**config.mk**
```make
export PLATFORM = sky130hd
export DESIGN_NAME = vertex_rmw_pipe
export DESIGN_NICKNAME = d
export VERILOG_FILES = /design/src/rtl/vertex_rmw_pipe_pkg.sv /design/src/rtl/vertex_ram.sv /design/src/rtl/vertex_rmw_pipe.sv
export SDC_FILE = /design/constraint.sdc
export NUM_CORES = 1
export LEC_CHECK = 0
export ABC_CLOCK_PERIOD_IN_PS = 1300
export CORE_UTILIZATION = 37
export CTS_CLUSTER_SIZE = 20
export DETAILED_ROUTE_END_ITERATION = 6
export PLACE_DENSITY_LB_ADDON = 0.12
export SLEW_MARGIN = 20
export SYNTH_ARGS = -nofsm -noshare
export SYNTH_HDL_FRONTEND = slang
export SYNTH_HIERARCHICAL = 1
export SYNTH_SLANG_ARGS = --single-unit
```
**constraint.sdc**
```tcl
create_clock -name clk -period 1.3 [get_ports clk]
set_clock_uncertainty 0.15 [all_clocks]
set_input_delay 0.26 -clock clk [delete_from_list [all_inputs] [get_ports clk]]
set_output_delay 0.26 -clock clk [all_outputs]
set_load 0.05 [all_outputs]
```
**src/rtl/vertex_rmw_pipe_pkg.sv**
```systemverilog
// Shared definitions for the vertex read-modify-write pipeline.
// - ADDR_W_DEF / DATA_W_DEF : default vertex address and value widths
// - COMBINE_ADD / COMBINE_MIN : selector values for the combine operation
// - stage_t : one pipeline stage record {valid, address, data} at default widths
package vertex_rmw_pipe_pkg;

  localparam int ADDR_W_DEF = 16;
  localparam int DATA_W_DEF = 32;

  localparam bit COMBINE_ADD = 1'b0;
  localparam bit COMBINE_MIN = 1'b1;

  typedef struct packed {
    logic                  v;
    logic [ADDR_W_DEF-1:0] addr;
    logic [DATA_W_DEF-1:0] data;
  } stage_t;

endpackage

```
**src/rtl/vertex_ram.sv**
```systemverilog
// Simple dual-port vertex value memory.
// - Port A (rd_addr -> rd_data): read-only, registered read, one cycle latency.
// - Port B (we, wr_addr, wr_data): write port with write-first behaviour: a
//   read of the address being written in the same cycle returns the new data.
// Ports:
//   clk      in   single clock
//   rd_addr  in   port A read address
//   rd_data  out  port A registered read data
//   we       in   port B write enable
//   wr_addr  in   port B write address
//   wr_data  in   port B write data
module vertex_ram #(
  parameter int ADDR_W = 16,
  parameter int DATA_W = 32
) (
  input  logic              clk,
  input  logic [ADDR_W-1:0] rd_addr,
  output logic [DATA_W-1:0] rd_data,
  input  logic              we,
  input  logic [ADDR_W-1:0] wr_addr,
  input  logic [DATA_W-1:0] wr_data
);

  logic [DATA_W-1:0] mem [2**ADDR_W];

  always_ff @(posedge clk) begin
    if (we) begin
      mem[wr_addr] <= wr_data;
    end
    // A read racing a write to the same word sees the value being committed,
    // so a consumer released in the write cycle never observes stale data.
    if (we && (wr_addr == rd_addr)) begin
      rd_data <= wr_data;
    end else begin
      rd_data <= mem[rd_addr];
    end
  end

endmodule

```
**src/rtl/vertex_rmw_pipe.sv**
```systemverilog
// Read-modify-write stage feeding the hazard detection unit (HDU).
// Each accepted update (addr, value) is issued to the HDU on Raddr, the old
// vertex value is read from local memory, combined with the update (wrapping
// add or unsigned min, chosen by OP_MIN), and written back; the write-back is
// reported on Waddr so the HDU can release its lock.
// Ports:
//   clk, rst                  clock, synchronous active-high reset
//   upd_valid/addr/value      update offer
//   upd_ready                 update accepted when upd_valid && upd_ready
//   stall_signal              HDU stall: holds the issue stage
//   Raddr, Raddr_valid        issue-stage address to the HDU
//   Waddr, Waddr_valid        write-back address to the HDU
//   init_wr/addr/data         host preload write (only while idle)
//   idle                      nothing held, in flight or offered
module vertex_rmw_pipe
  import vertex_rmw_pipe_pkg::*;
#(
  parameter int ADDR_W = ADDR_W_DEF,
  parameter int DATA_W = DATA_W_DEF,
  parameter bit OP_MIN = 1'b0
) (
  input  logic              clk,
  input  logic              rst,
  input  logic              upd_valid,
  input  logic [ADDR_W-1:0] upd_addr,
  input  logic [DATA_W-1:0] upd_value,
  output logic              upd_ready,
  input  logic              stall_signal,
  output logic [ADDR_W-1:0] Raddr,
  output logic              Raddr_valid,
  output logic [ADDR_W-1:0] Waddr,
  output logic              Waddr_valid,
  input  logic              init_wr,
  input  logic [ADDR_W-1:0] init_addr,
  input  logic [DATA_W-1:0] init_data,
  output logic              idle
);

  function automatic logic [DATA_W-1:0] combine(input logic [DATA_W-1:0] old_val,
                                                input logic [DATA_W-1:0] upd_val);
    case (OP_MIN)
      COMBINE_MIN: combine = (upd_val < old_val) ? upd_val : old_val;
      COMBINE_ADD: combine = old_val + upd_val;
    endcase
  endfunction

  logic              rst_q;
  logic              accept;

  logic              vld_p0, vld_p1, vld_p2, vld_p3;
  logic [ADDR_W-1:0] addr_p0, addr_p1, addr_p2, addr_p3;
  logic [DATA_W-1:0] upd_p0, upd_p1;
  logic [DATA_W-1:0] rd_p1;
  logic [DATA_W-1:0] data_p2, data_p3;

  logic              ram_we;
  logic [ADDR_W-1:0] ram_wr_addr;
  logic [DATA_W-1:0] ram_wr_data;

  assign upd_ready = ~stall_signal & ~rst_q;
  assign accept    = upd_valid & upd_ready;

  always_ff @(posedge clk) begin
    rst_q <= rst;
  end

  // S0: issue register, held while the HDU stalls
  always_ff @(posedge clk) begin
    if (rst) begin
      vld_p0  <= 1'b0;
      addr_p0 <= '0;
      upd_p0  <= '0;
    end else if (!stall_signal) begin
      vld_p0 <= accept;
      if (accept) begin
        addr_p0 <= upd_addr;
        upd_p0  <= upd_value;
      end
    end
  end

  // S1: memory read data (registered inside vertex_ram); bubble while stalled
  always_ff @(posedge clk) begin
    if (rst) begin
      vld_p1  <= 1'b0;
      addr_p1 <= '0;
      upd_p1  <= '0;
    end else begin
      vld_p1 <= vld_p0 & ~stall_signal;
      if (!stall_signal) begin
        addr_p1 <= addr_p0;
        upd_p1  <= upd_p0;
      end
    end
  end

  // S2: combine result; S2 and S3 keep moving during a stall so the write
  // that the HDU is waiting on still drains
  always_ff @(posedge clk) begin
    if (rst) begin
      vld_p2  <= 1'b0;
      addr_p2 <= '0;
      data_p2 <= '0;
    end else begin
      vld_p2  <= vld_p1;
      addr_p2 <= addr_p1;
      data_p2 <= combine(rd_p1, upd_p1);
    end
  end

  // S3: write-back to memory port B and report to the HDU
  always_ff @(posedge clk) begin
    if (rst) begin
      vld_p3  <= 1'b0;
      addr_p3 <= '0;
      data_p3 <= '0;
    end else begin
      vld_p3  <= vld_p2;
      addr_p3 <= addr_p2;
      data_p3 <= data_p2;
    end
  end

  // Host preload shares port B and loses to a pipeline write.
  assign ram_we      = vld_p3 | init_wr;
  assign ram_wr_addr = vld_p3 ? addr_p3 : init_addr;
  assign ram_wr_data = vld_p3 ? data_p3 : init_data;

  vertex_ram #(
    .ADDR_W (ADDR_W),
    .DATA_W (DATA_W)
  ) u_ram (
    .clk     (clk),
    .rd_addr (addr_p0),
    .rd_data (rd_p1),
    .we      (ram_we),
    .wr_addr (ram_wr_addr),
    .wr_data (ram_wr_data)
  );

  assign Raddr       = addr_p0;
  assign Raddr_valid = vld_p0;
  assign Waddr       = addr_p3;
  assign Waddr_valid = vld_p3;
  assign idle        = ~(vld_p0 | vld_p1 | vld_p2 | vld_p3) & ~upd_valid;

  init_wr_while_writing: assert property (@(posedge clk) disable iff (rst) !(init_wr && vld_p3));

endmodule

```
==> summary.txt <==
outcome - finished with violations
failing checks - negative setup slack
mapped cell area - 2321 um^2
hold path cells - 3
Syn Nets - 304
Final Max Tran Viols - 0
Worst Setup SP - vld_p1
Starting Density - 38.74%
ant diodes - 0
post-synth cell types - 14
placed instance area - 3359 um^2
Rel. slew slack - 86.06%
Boundary Pins - 137
GRT Total Usage - 14.56%
crit path kind - flip-flop to output pin
first-pass GRT wire length - 6782 um
final-report hold violation count - 0
r2r startpoint - rst_q
CTS Buf Count - 9
final wirelength - 4097 um
sequential share of the synthesized area - 59.51%
clock period minus worst slack - 1.854 ns
Startpoint Class - flip-flop
worst reg-to-reg setup slack - -0.06 ns
Hold Startpoint - rst
IR drop worst, VDD - 0.0005530 V
dpl hpwl - 2513 um
final setup fails - 12
FMAX - 539.4 MHz
Yosys top cell by area - dfxtp_1
DP Worst Slack - -0.6360 ns
nets - 372
worst reg-to-reg path cell count - 5
area grow syn2layout - 59.51%
M3 GR Usage - 4.494%
ratio of cells with drive above 1 in the final layout - 34.06%
Crit path arrival time - 1.44 ns
die area - 6593 um^2
Synth top area share - 59.51%
placed insts - 329
most common cell after layout, fill and taps aside - dfxtp_1
Synth Warn # - 6
Avg Cell Area, Syn - 11.43 um^2
WL/cell - 11.67 um
I/O Buffers - 55
FP Rows - 28
Synth Register Bits - 69
met2 GRT Util - 20.17%
worst hold endpoint - Waddr_valid
Worst-Margin Slew - 0.2092 ns
Final ANT Viol Nets - 0
setup ws final - -0.5540 ns
router iterations before antenna repair - 4
Layout Utilization - 61.80%
met1 usage - 18.87%
CTS H-Tree Depth - 3
max-cap violation count - 0
Hold WC Path Type - input pin to flip-flop
Finished Cell Area - 3702 um^2
Mapped Cells - 203
core area - 5991 um^2
final worst path period share - 142.6%
Starting DRT DRC Count - 43
peak fanout along the critical path - 2
Worst-Skew Late Latency - 0.34 ns
GR peak layer - met2
Die H - 81.20 um
Worst EP required - 0.89 ns
clock-pin slew on the worst setup and hold paths - 0.07 ns
Root Buffer - clkbuf_8
fin cells - 351
Critical Path Sink Type - output pin
TritonCTS clock tree - built
initial antenna violation count - 0
Placer Congestion - 0.6745
Num Clock Sinks - 69
die width - 81.20 um
Vias/cell - 4.165
Pleak - 1.479 nW
Max clock buf depth - 2
total power - 0.004555 W
most frequent cells in the layout - dfxtp_1 (48), buf_12 (39), nor2b_1 (34)
reg-to-reg endpoint - Raddr[1]
pin count of the biggest net entering global routing - 45
Power Density - 1230 nW/um^2
Synth area leaders - dfxtp_1 (60%), mux2i_1 (14%), nor2b_1 (9.2%)
GRT Residual Overflow - 0
number of global-route vias before repair - 1381
via count - 1462
drt drc - 0
RSZ-0062 raised after global routing - true
timing repair:
action                                  4_1_cts  5_1_grt
resized for setup                            30        5
gates cloned                                  2        0
buffers inserted                              4        0
hold buffers                                  1        0
endpoints found under the hold margin         1        0
pin swaps                                     2        1
endpoints found under the setup margin       38       24
synth_stat cells:
| cell type | count |
|---|---|
| and2_1 | 1 |
| buf_12 | 1 |
| buf_2 | 6 |
| buf_6 | 3 |
| clkbuf_1 | 3 |
| dfxtp_1 | 69 |
| mux2i_1 | 32 |
| nand2b_1 | 32 |
| nor2_1 | 18 |
| nor2b_1 | 34 |
| nor3b_1 | 1 |
| nor3b_2 | 1 |
| o21ba_2 | 1 |
| or4_1 | 1 |
per-layer routing:
layer	vias to the layer above	share of wire, %
met1	634	50
met2	41	42
met5	-	0
met4	0	3.2
li1	775	-
met3	12	4.9
worst max-delay path by stage:
| stage | cells after the start | endpoint | slack [ns] |
|---|---|---|---|
| floorplan | 2 | idle | -0.23 |
| global placement | 4 | idle | -0.61 |
| detailed placement | 4 | idle | -0.64 |
| CTS | 3 | idle | -0.57 |
| global route | 3 | idle | -0.60 |
| finish | 3 | idle | -0.55 |
sequential cells by signal, summed over array words and instances, names as in the netlist:
| name | flops |
|---|---|
| vld_p2 | 1 |
| rst_q | 1 |
| Waddr | 16 |
| addr_p1 | 16 |
| Raddr_valid | 1 |
| Waddr_valid | 1 |
| vld_p1 | 1 |
| Raddr | 16 |
| addr_p2 | 16 |
critical path: stages (launching register included):
cell     delay, ns
dfxtp_2       0.32
or4_4         0.52
nor2_4        0.12
buf_12        0.14
area by class of cell:
| cell class | instances | area (um^2) |
|---|---|---|
| timing repair buffer | 70 | 1094 |
| clock inverter | 6 | 85.08 |
| clock buffer | 10 | 137.6 |
| tap | 75 | 93.84 |
| fill | 460 | 2288 |
| sequential | 69 | 1423 |
| multi-input combinational | 121 | 869.6 |
per-stage QoR:
stage / hold slack [ns] / TNS, ns
finish: 0.2050 / -1.132
global route: 0.2184 / -1.724
CTS: 0.1998 / -1.546
detailed placement: 0.2747 / -12.67
global placement: 0.2712 / -12.23
floorplan: 0.1377 / -0.2293
power by group:
group          total, W  internal [W]  switching (W)
Combinational  0.000447      0.000247       0.000200
Sequential      0.00218       0.00214      0.0000348
Clock           0.00193       0.00113       0.000799
Total           0.00455       0.00352        0.00103
cell families after synthesis:
| family | synth area share (%) |
|---|---|
| multiplexers | 13.80 |
| AND/OR/NAND/NOR | 22.16 |
| flip-flops | 59.51 |
| buffers and inverters | 4.097 |
| AO/OA/AOI/OAI | 0.4313 |
No activity file was read; power rests on OpenSTA's default activity.
